File: config.mk
export PLATFORM = sky130hd
export DESIGN_NAME = control_pipe_unit_flat
export DESIGN_NICKNAME = d
export VERILOG_FILES = /design/src/rtl/control_pipe_unit_if.sv /design/src/rtl/control_pipe_unit.sv /design/src/flat_wrapper.sv
export SDC_FILE = /design/constraint.sdc
export NUM_CORES = 1
export LEC_CHECK = 0
export CAP_MARGIN = 10
export CELL_PAD_IN_SITES_DETAIL_PLACEMENT = 0
export CELL_PAD_IN_SITES_GLOBAL_PLACEMENT = 1
export CORE_ASPECT_RATIO = 1.2
export CORE_MARGIN = 2
export CORE_UTILIZATION = 37
export CTS_CLUSTER_SIZE = 12
export DETAILED_ROUTE_END_ITERATION = 12
export PLACE_DENSITY_LB_ADDON = 0.15
export SYNTH_ARGS = -nofsm -noshare
export SYNTH_HDL_FRONTEND = slang
export SYNTH_SLANG_ARGS = --single-unit
File: constraint.sdc
create_clock -name CLK -period 3.9 [get_ports CLK]
set_clock_uncertainty 0.2 [all_clocks]
set_input_delay 0.78 -clock CLK [delete_from_list [all_inputs] [get_ports CLK]]
set_output_delay 0.78 -clock CLK [all_outputs]
set_load 0.005 [all_outputs]
File: src/rtl/control_pipe_unit_if.sv
// -----------------------------------------------------------------------------
// control_pipe_unit_if
// Bundles the IF/ID-side inputs and the ID/EX control-latch outputs of
// control_pipe_unit.
//   master : fetch/pipeline controller side (drives imemload, id_valid,
//            ex_stall and flush; observes the hazard stall and the control bundle)
//   slave  : control_pipe_unit side
// Signals:
//   imemload[31:0]   instruction held in IF/ID
//   id_valid         imemload holds a valid fetched instruction
//   ex_stall         downstream freeze
//   flush            branch/jump taken, squash ID
//   hazard_stall     load-use stall request (combinational)
//   ex_*             registered control bundle and register specifiers
//   halt_out         sticky system halt
// -----------------------------------------------------------------------------
interface control_pipe_unit_if #(
  parameter int ALUOP_W = 4
);
  logic [31:0]        imemload;
  logic               id_valid;
  logic               ex_stall;
  logic               flush;
  logic               hazard_stall;
  logic [1:0]         ex_ALUsrc;
  logic [1:0]         ex_memtoreg;
  logic               ex_signzero;
  logic [ALUOP_W-1:0] ex_ALUop;
  logic               ex_regwrite;
  logic [1:0]         ex_pcselect;
  logic [1:0]         ex_regdst;
  logic               ex_branch;
  logic               ex_dmemREN;
  logic               ex_dmemWEN;
  logic [4:0]         ex_rs;
  logic [4:0]         ex_rt;
  logic [4:0]         ex_rd;
  logic               ex_halt;
  logic               halt_out;

  modport master (
    output imemload, id_valid, ex_stall, flush,
    input  hazard_stall, ex_ALUsrc, ex_memtoreg, ex_signzero, ex_ALUop,
           ex_regwrite, ex_pcselect, ex_regdst, ex_branch, ex_dmemREN,
           ex_dmemWEN, ex_rs, ex_rt, ex_rd, ex_halt, halt_out
  );

  modport slave (
    input  imemload, id_valid, ex_stall, flush,
    output hazard_stall, ex_ALUsrc, ex_memtoreg, ex_signzero, ex_ALUop,
           ex_regwrite, ex_pcselect, ex_regdst, ex_branch, ex_dmemREN,
           ex_dmemWEN, ex_rs, ex_rt, ex_rd, ex_halt, halt_out
  );
endinterface

File: src/rtl/control_pipe_unit.sv
// -----------------------------------------------------------------------------
// control_pipe_unit
// Decodes the IF/ID instruction into the control bundle and registers it,
// together with rs/rt/rd, into the ID/EX control latch. Detects load-use
// hazards, honours downstream stall and branch flush, and raises a sticky halt
// once a HALT has sat in ID/EX and DRAIN non-stalled cycles have elapsed.
// Ports:
//   CLK   : system clock, rising edge
//   nRST  : asynchronous active-low reset
//   bus   : control_pipe_unit_if.slave (instruction in, control bundle out)
// -----------------------------------------------------------------------------
module control_pipe_unit #(
  parameter int ALUOP_W   = 4,
  parameter int DRAIN     = 3,
  parameter bit HAZARD_EN = 1'b1
) (
  input logic                CLK,
  input logic                nRST,
  control_pipe_unit_if.slave bus
);

  typedef struct packed {
    logic [1:0]         alusrc;
    logic [1:0]         memtoreg;
    logic               signzero;
    logic [ALUOP_W-1:0] aluop;
    logic               regwrite;
    logic [1:0]         pcselect;
    logic [1:0]         regdst;
    logic               branch;
    logic               dren;
    logic               dwen;
    logic               halt;
  } ctrl_t;

  localparam logic [5:0] OP_RTYPE = 6'h00, OP_J    = 6'h02, OP_JAL   = 6'h03,
                         OP_BEQ   = 6'h04, OP_BNE  = 6'h05, OP_ADDIU = 6'h09,
                         OP_SLTI  = 6'h0A, OP_SLTIU = 6'h0B, OP_ANDI = 6'h0C,
                         OP_ORI   = 6'h0D, OP_XORI = 6'h0E, OP_LUI   = 6'h0F,
                         OP_LW    = 6'h23, OP_SW   = 6'h2B, OP_HALT  = 6'h3F;

  localparam logic [5:0] FN_SLL  = 6'h00, FN_SRL  = 6'h02, FN_JR  = 6'h08,
                         FN_ADDU = 6'h21, FN_SUBU = 6'h23, FN_AND = 6'h24,
                         FN_OR   = 6'h25, FN_XOR  = 6'h26, FN_NOR = 6'h27,
                         FN_SLT  = 6'h2A, FN_SLTU = 6'h2B, FN_HALT = 6'h3F;

  localparam logic [ALUOP_W-1:0] ALU_SLL  = ALUOP_W'(0), ALU_SRL  = ALUOP_W'(1),
                                 ALU_AND  = ALUOP_W'(2), ALU_OR   = ALUOP_W'(3),
                                 ALU_XOR  = ALUOP_W'(4), ALU_NOR  = ALUOP_W'(5),
                                 ALU_ADDU = ALUOP_W'(6), ALU_SUBU = ALUOP_W'(7),
                                 ALU_SLT  = ALUOP_W'(8), ALU_SLTU = ALUOP_W'(9);

  localparam logic [3:0] DRAIN_INIT = 4'(DRAIN);

  ctrl_t      r_ctrl;
  logic [4:0] r_rs, r_rt, r_rd;
  logic       r_halt_pending;
  logic [3:0] r_drain_cnt;
  logic       r_halt_out;

  ctrl_t      w_dec;
  logic [5:0] w_op, w_funct;
  logic [4:0] w_rs, w_rt, w_rd;
  logic       w_uses_rt;
  logic       w_hazard;
  logic       w_bubble;
  logic       w_unused;

  assign w_op     = bus.imemload[31:26];
  assign w_rs     = bus.imemload[25:21];
  assign w_rt     = bus.imemload[20:16];
  assign w_rd     = bus.imemload[15:11];
  assign w_funct  = bus.imemload[5:0];
  // Shamt is consumed by the execute stage straight from the instruction.
  assign w_unused = ^bus.imemload[10:6];

  always_comb begin
    // NOTE: defaulting every field first keeps this block free of latches.
    w_dec = '0;
    case (w_op)
      OP_RTYPE: begin
        if (bus.imemload != 32'h0) begin
          w_dec.regwrite = 1'b1;
          w_dec.regdst   = 2'd1;
          case (w_funct)
            FN_ADDU: w_dec.aluop = ALU_ADDU;
            FN_SUBU: w_dec.aluop = ALU_SUBU;
            FN_AND:  w_dec.aluop = ALU_AND;
            FN_OR:   w_dec.aluop = ALU_OR;
            FN_XOR:  w_dec.aluop = ALU_XOR;
            FN_NOR:  w_dec.aluop = ALU_NOR;
            FN_SLT:  w_dec.aluop = ALU_SLT;
            FN_SLTU: w_dec.aluop = ALU_SLTU;
            FN_SLL:  begin w_dec.alusrc = 2'd2; w_dec.aluop = ALU_SLL; end
            FN_SRL:  begin w_dec.alusrc = 2'd2; w_dec.aluop = ALU_SRL; end
            FN_JR:   begin w_dec.pcselect = 2'd1; w_dec.regwrite = 1'b0; end
            default: w_dec = '0;
          endcase
        end
      end
      OP_ADDIU: begin w_dec.alusrc = 2'd1; w_dec.regwrite = 1'b1; w_dec.signzero = 1'b1; w_dec.aluop = ALU_ADDU; end
      OP_ANDI:  begin w_dec.alusrc = 2'd1; w_dec.regwrite = 1'b1; w_dec.aluop = ALU_AND; end
      OP_ORI:   begin w_dec.alusrc = 2'd1; w_dec.regwrite = 1'b1; w_dec.aluop = ALU_OR; end
      OP_XORI:  begin w_dec.alusrc = 2'd1; w_dec.regwrite = 1'b1; w_dec.aluop = ALU_XOR; end
      OP_SLTI:  begin w_dec.alusrc = 2'd1; w_dec.regwrite = 1'b1; w_dec.signzero = 1'b1; w_dec.aluop = ALU_SLT; end
      OP_SLTIU: begin w_dec.alusrc = 2'd1; w_dec.regwrite = 1'b1; w_dec.signzero = 1'b1; w_dec.aluop = ALU_SLTU; end
      OP_LW: begin
        w_dec.alusrc   = 2'd1;
        w_dec.dren     = 1'b1;
        w_dec.memtoreg = 2'd1;
        w_dec.signzero = 1'b1;
        w_dec.aluop    = ALU_ADDU;
        w_dec.regwrite = 1'b1;
      end
      OP_SW: begin
        w_dec.alusrc   = 2'd1;
        w_dec.dwen     = 1'b1;
        w_dec.signzero = 1'b1;
        w_dec.aluop    = ALU_ADDU;
      end
      OP_BEQ, OP_BNE: begin
        w_dec.aluop    = ALU_SUBU;
        w_dec.signzero = 1'b1;
        w_dec.pcselect = 2'd2;
        w_dec.branch   = (w_op == OP_BEQ);
      end
      OP_LUI: begin w_dec.alusrc = 2'd1; w_dec.memtoreg = 2'd2; w_dec.regwrite = 1'b1; end
      OP_J:   begin w_dec.alusrc = 2'd1; w_dec.pcselect = 2'd3; end
      OP_JAL: begin
        w_dec.alusrc   = 2'd1;
        w_dec.pcselect = 2'd3;
        w_dec.memtoreg = 2'd3;
        w_dec.regdst   = 2'd2;
        w_dec.regwrite = 1'b1;
      end
      OP_HALT: w_dec.halt = (w_funct == FN_HALT);
      default: w_dec = '0;
    endcase
  end

  // rs is compared for every instruction; rt only where it is a source.
  assign w_uses_rt = (w_op == OP_RTYPE) || (w_op == OP_BEQ) ||
                     (w_op == OP_BNE)   || (w_op == OP_SW);

  assign w_hazard = HAZARD_EN && bus.id_valid && !r_halt_pending &&
                    r_ctrl.dren && (r_rt != 5'd0) &&
                    ((w_rs == r_rt) || (w_uses_rt && (w_rt == r_rt)));

  assign w_bubble = bus.flush || w_hazard || !bus.id_valid || r_halt_pending;

  always_ff @(posedge CLK or negedge nRST) begin
    if (!nRST) begin
      r_ctrl         <= '0;
      r_rs           <= '0;
      r_rt           <= '0;
      r_rd           <= '0;
      r_halt_pending <= 1'b0;
      r_drain_cnt    <= '0;
      r_halt_out     <= 1'b0;
    end else if (!bus.ex_stall) begin
      // NOTE: non-blocking assignments so every register samples pre-edge values.
      if (w_bubble) begin
        r_ctrl <= '0;
        r_rs   <= '0;
        r_rt   <= '0;
        r_rd   <= '0;
      end else begin
        r_ctrl <= w_dec;
        r_rs   <= w_rs;
        r_rt   <= w_rt;
        r_rd   <= w_rd;
        if (w_dec.halt) begin
          r_halt_pending <= 1'b1;
          r_drain_cnt    <= DRAIN_INIT;
        end
      end
      // Once pending, halt is never cancelled by later flushes.
      if (r_halt_pending) begin
        if (r_drain_cnt != 4'd0) r_drain_cnt <= r_drain_cnt - 4'd1;
        else                     r_halt_out  <= 1'b1;
      end
    end
  end

  assign bus.hazard_stall = w_hazard;
  assign bus.ex_ALUsrc    = r_ctrl.alusrc;
  assign bus.ex_memtoreg  = r_ctrl.memtoreg;
  assign bus.ex_signzero  = r_ctrl.signzero;
  assign bus.ex_ALUop     = r_ctrl.aluop;
  assign bus.ex_regwrite  = r_ctrl.regwrite;
  assign bus.ex_pcselect  = r_ctrl.pcselect;
  assign bus.ex_regdst    = r_ctrl.regdst;
  assign bus.ex_branch    = r_ctrl.branch;
  assign bus.ex_dmemREN   = r_ctrl.dren;
  assign bus.ex_dmemWEN   = r_ctrl.dwen;
  assign bus.ex_halt      = r_ctrl.halt;
  assign bus.ex_rs        = r_rs;
  assign bus.ex_rt        = r_rt;
  assign bus.ex_rd        = r_rd;
  assign bus.halt_out     = r_halt_out;

endmodule

File: src/flat_wrapper.sv
// flat-port wrapper written by rule: the top's interface ports become plain ports
module control_pipe_unit_flat 
#(
  parameter int ALUOP_W   = 4,
  parameter int DRAIN     = 3,
  parameter bit HAZARD_EN = 1'b1
)
  (CLK, nRST, bus_imemload, bus_id_valid, bus_ex_stall, bus_flush, bus_hazard_stall, bus_ex_ALUsrc, bus_ex_memtoreg, bus_ex_signzero, bus_ex_ALUop, bus_ex_regwrite, bus_ex_pcselect, bus_ex_regdst, bus_ex_branch, bus_ex_dmemREN, bus_ex_dmemWEN, bus_ex_rs, bus_ex_rt, bus_ex_rd, bus_ex_halt, bus_halt_out);
  control_pipe_unit_if #(.ALUOP_W(ALUOP_W)) bus_i ();
  input logic CLK;
  input logic nRST;
  input wire logic [$bits(bus_i.imemload)-1:0] bus_imemload;
  input wire logic [$bits(bus_i.id_valid)-1:0] bus_id_valid;
  input wire logic [$bits(bus_i.ex_stall)-1:0] bus_ex_stall;
  input wire logic [$bits(bus_i.flush)-1:0] bus_flush;
  output wire logic [$bits(bus_i.hazard_stall)-1:0] bus_hazard_stall;
  output wire logic [$bits(bus_i.ex_ALUsrc)-1:0] bus_ex_ALUsrc;
  output wire logic [$bits(bus_i.ex_memtoreg)-1:0] bus_ex_memtoreg;
  output wire logic [$bits(bus_i.ex_signzero)-1:0] bus_ex_signzero;
  output wire logic [$bits(bus_i.ex_ALUop)-1:0] bus_ex_ALUop;
  output wire logic [$bits(bus_i.ex_regwrite)-1:0] bus_ex_regwrite;
  output wire logic [$bits(bus_i.ex_pcselect)-1:0] bus_ex_pcselect;
  output wire logic [$bits(bus_i.ex_regdst)-1:0] bus_ex_regdst;
  output wire logic [$bits(bus_i.ex_branch)-1:0] bus_ex_branch;
  output wire logic [$bits(bus_i.ex_dmemREN)-1:0] bus_ex_dmemREN;
  output wire logic [$bits(bus_i.ex_dmemWEN)-1:0] bus_ex_dmemWEN;
  output wire logic [$bits(bus_i.ex_rs)-1:0] bus_ex_rs;
  output wire logic [$bits(bus_i.ex_rt)-1:0] bus_ex_rt;
  output wire logic [$bits(bus_i.ex_rd)-1:0] bus_ex_rd;
  output wire logic [$bits(bus_i.ex_halt)-1:0] bus_ex_halt;
  output wire logic [$bits(bus_i.halt_out)-1:0] bus_halt_out;
  assign bus_i.imemload = bus_imemload;
  assign bus_i.id_valid = bus_id_valid;
  assign bus_i.ex_stall = bus_ex_stall;
  assign bus_i.flush = bus_flush;
  assign bus_hazard_stall = bus_i.hazard_stall;
  assign bus_ex_ALUsrc = bus_i.ex_ALUsrc;
  assign bus_ex_memtoreg = bus_i.ex_memtoreg;
  assign bus_ex_signzero = bus_i.ex_signzero;
  assign bus_ex_ALUop = bus_i.ex_ALUop;
  assign bus_ex_regwrite = bus_i.ex_regwrite;
  assign bus_ex_pcselect = bus_i.ex_pcselect;
  assign bus_ex_regdst = bus_i.ex_regdst;
  assign bus_ex_branch = bus_i.ex_branch;
  assign bus_ex_dmemREN = bus_i.ex_dmemREN;
  assign bus_ex_dmemWEN = bus_i.ex_dmemWEN;
  assign bus_ex_rs = bus_i.ex_rs;
  assign bus_ex_rt = bus_i.ex_rt;
  assign bus_ex_rd = bus_i.ex_rd;
  assign bus_ex_halt = bus_i.ex_halt;
  assign bus_halt_out = bus_i.halt_out;
  control_pipe_unit #(.ALUOP_W(ALUOP_W), .DRAIN(DRAIN), .HAZARD_EN(HAZARD_EN)) u_core (.CLK(CLK), .nRST(nRST), .bus(bus_i));
endmodule
==> flow_metrics.tcl <==
set metrics [dict create \
    finalCritPeriodShare 0.890 \
    clock_latency_ns 0.29 \
    dieHeight_um 88.4 \
    n_antenna_cell 0 \
    synth_area_um2 2190 \
    cts.htree.levels 2 \
    dr.pass1.iters 6 \
    finalWeightedCongestion 0.872 \
    cellLeakagePower_nw 1.28 \
    drc 0 \
    wire_per_inst_um 16.1 \
    synth_cell_types 51 \
    synth_top_area_frac 0.445 \
    relSlewSlack 0.396 \
    seq_area_um2 976 \
    placedCellCount 374 \
    num_rows 30 \
    cts_sinks 39 \
    cts_inserted_buffers 5 \
    p_int_mw 0.710 \
    worstPathMaxFanout 4 \
    fmax_ghz 0.288 \
    vias 2065 \
    grt_max_degree 40 \
    yosysSeqAreaShare 0.445 \
    synth_warnings 0 \
    synth_area_leaders "dfrtp_1 (44%), a22o_1 (8.8%), xnor2_1 (3.6%), nand2_1 (2.7%), o21ai_0 (2.5%)" \
    coreArea_um2 5710 \
    setup_viol 0 \
    syn_area_per_cell_um2 9.75 \
    clockBufferDepth 2 \
    critPathLaunchType "primary input" \
    required_ns 2.92 \
    tns_ns 0 \
    maxCapViolCount 0 \
    crit_type "primary input to output pin" \
    grt_use_total 0.198 \
    post-dp-hpwl_um 4510 \
    die_area_um2 6570 \
    pre_cts_ws_ns 0.0531 \
    clock-root-buffer "clkbuf_8" \
    rsz0062_at_grt "no" \
    yosysTopAreaCell "dfrtp_1" \
    async_flop_share 1.00 \
    drive_above_1_share 0.113 \
    fin_ws_ns 0.429 \
    outcome "completed" \
    nFillCells 560 \
    power_density_nw_per_um2 299 \
    synth-seq-cells 39 \
    pwr-share-clk 0.370 \
    finalInstanceArea_um2 3130 \
    finalNetCount 339 \
    synth_cells 225 \
    grt_pass1_vias 1910 \
    io_pins 72 \
    path_clk_slew_ns 0.07 \
    area_growth_syn_to_layout_pct 42.8 \
    wirelength_um 6150 \
    comb_power_share 0.177 \
    grt_overflow_total 0 \
    port_buffers 71 \
    netSwitchingPower_mw 0.227 \
    die_w_um 74.3 \
    ir_drop_v 0.000157 \
    synth_fp_nets 263 \
    start_util 0.385 \
    p_seq_frac 0.453 \
    synth.most_common_cell "dfrtp_1" \
    hold_viol_final 0 \
    postCtsSetupRepairBufs 0 \
    grt_pass1_wl_um 9880 \
    synth_ff_type "dfrtp_1" \
    antenna_found_initial 0 \
    final_antenna_net_count 0 \
    min_period_ns 3.47 \
    cts_tree "built" \
    fin_cells 382 \
    p_sw_frac 0.242 \
    multiInputGateArea_um2 1100 \
    synth-edff-count 0 \
    drv_slew 0 \
    dr.first_iter.drc_count 93 \
    end_kind "output pin" \
    worstMarginPinSlew_ns 0.906 \
    hp-class "flop to flop" \
    vias_per_cell 5.41 \
    crit_arrival_ns 2.49 \
    post_dp_cell_area_um2 3010 \
    synth_commonest_cells "dfrtp_1 (39), a22o_1 (22), nand2_1 (16), o21ai_0 (11)" \
]
critical path: stages:
cell and delay (ns):
clkdlybuf4s50_1 0.54, inv_2 0.05, a2111o_1 0.43, a2111o_1 0.40
o21ai_0 0.12, dlymetal6s2s_1 0.17
routing by layer:
metal / vias up / global-route usage / wire length, um
met1: 1000 / 0.262 / 2700
met2: 60 / 0.323 / 3120
met4: 0 / 0.0649 / 58
met5: - / 0 / 0
met3: 4 / 0.0444 / 275
li1: 1001 / - / -
power groups by stage:
stage,Combinational (mW),Sequential [mW],Clock [mW]
after global routing,0.183,0.426,0.379
after floorplan,0.0696,0.432,0
after global placement,0.166,0.432,0
after CTS,0.168,0.424,0.359
after detailed placement,0.167,0.432,0
final,0.166,0.424,0.347
cell type report:
class | instances | share of cell area
inverter | 6 | 0.00719
timing repair buffer | 85 | 0.260
tap | 80 | 0.0319
multi-input combinational | 164 | 0.352
clock inverter | 2 | 0.0112
sequential | 39 | 0.312
clock buffer | 6 | 0.0264
layout by cell type (no fill, tap or decap), types with 7 or more instances in the layout:
| master | count |
|---|---|
| xnor2_1 | 9 |
| o21ai_0 | 11 |
| nor2_1 | 9 |
| clkdlybuf4s50_1 | 69 |
| dfrtp_1 | 39 |
| nand2_1 | 16 |
| a22o_1 | 22 |
| a21oi_1 | 10 |
| nor3_1 | 9 |
| buf_4 | 14 |
| nand3_1 | 7 |
cells by family after synthesis:
family	count (synthesis)	synth area share
and+or+nand+nor	80	0.205
DFF	39	0.445
AOI/OAI and AO/OA	71	0.243
xor gates and xnor gates	11	0.0439
muxes	1	0.00513
adders and majority gates	1	0.00570
buffers and inverters	22	0.0525
what timing repair did:
action | CTS | global route
gates resized for setup | 0 | 1
hold buffers | 0 | 0
setup endpoints to repair | 0 | 1
registers in the layout, indices dropped and copies added (netlist names), 2 cells and up:
register                count
u_core.bus.ex_rd            5
u_core.bus.ex_rs            5
u_core.bus.ex_regdst        2
u_core.bus.ex_memtoreg      2
u_core.bus.ex_ALUsrc        2
u_core.bus.ex_ALUop         4
u_core.bus.ex_rt            5
u_core.r_drain_cnt          4
u_core.bus.ex_pcselect      2
stage by stage:
step | utilization | total power [mW] | hold WS, ns
after floorplan | - | 0.502 | 0.266
after global placement | 0.528 | 0.598 | 0.254
after detailed placement | 0.528 | 0.599 | 0.258
after CTS | 0.549 | 0.951 | 0.275
after global routing | 0.549 | 0.987 | 0.293
final | 0.549 | 0.937 | 0.268
path summary, 6_finish.rpt:
| check | startpoint | to | slack (ns) | depth (start not counted) |
|---|---|---|---|---|
| min in group asynchronous | nRST | u_core.r_drain_cnt[2]$_DFFE_PN0N_ | 0.42 | 1 |
| worst max register to register | u_core.r_halt_pending$_DFFE_PN0P_ | u_core.bus.ex_pcselect[0]$_DFFE_PN0N_ | 1.26 | 4 |
| worst min register to register | u_core.bus.halt_out$_DFFE_PN0P_ | u_core.bus.halt_out$_DFFE_PN0P_ | 0.27 | 1 |
| worst min-delay path | u_core.bus.halt_out$_DFFE_PN0P_ | u_core.bus.halt_out$_DFFE_PN0P_ | 0.27 | 1 |
| worst max-delay path | bus_imemload[28] | bus_hazard_stall | 0.43 | 6 |
| max in group asynchronous | nRST | u_core.bus.ex_rd[4]$_DFFE_PN0N_ | 2.52 | 1 |
Note: power is estimated with default switching activity, not from simulation.
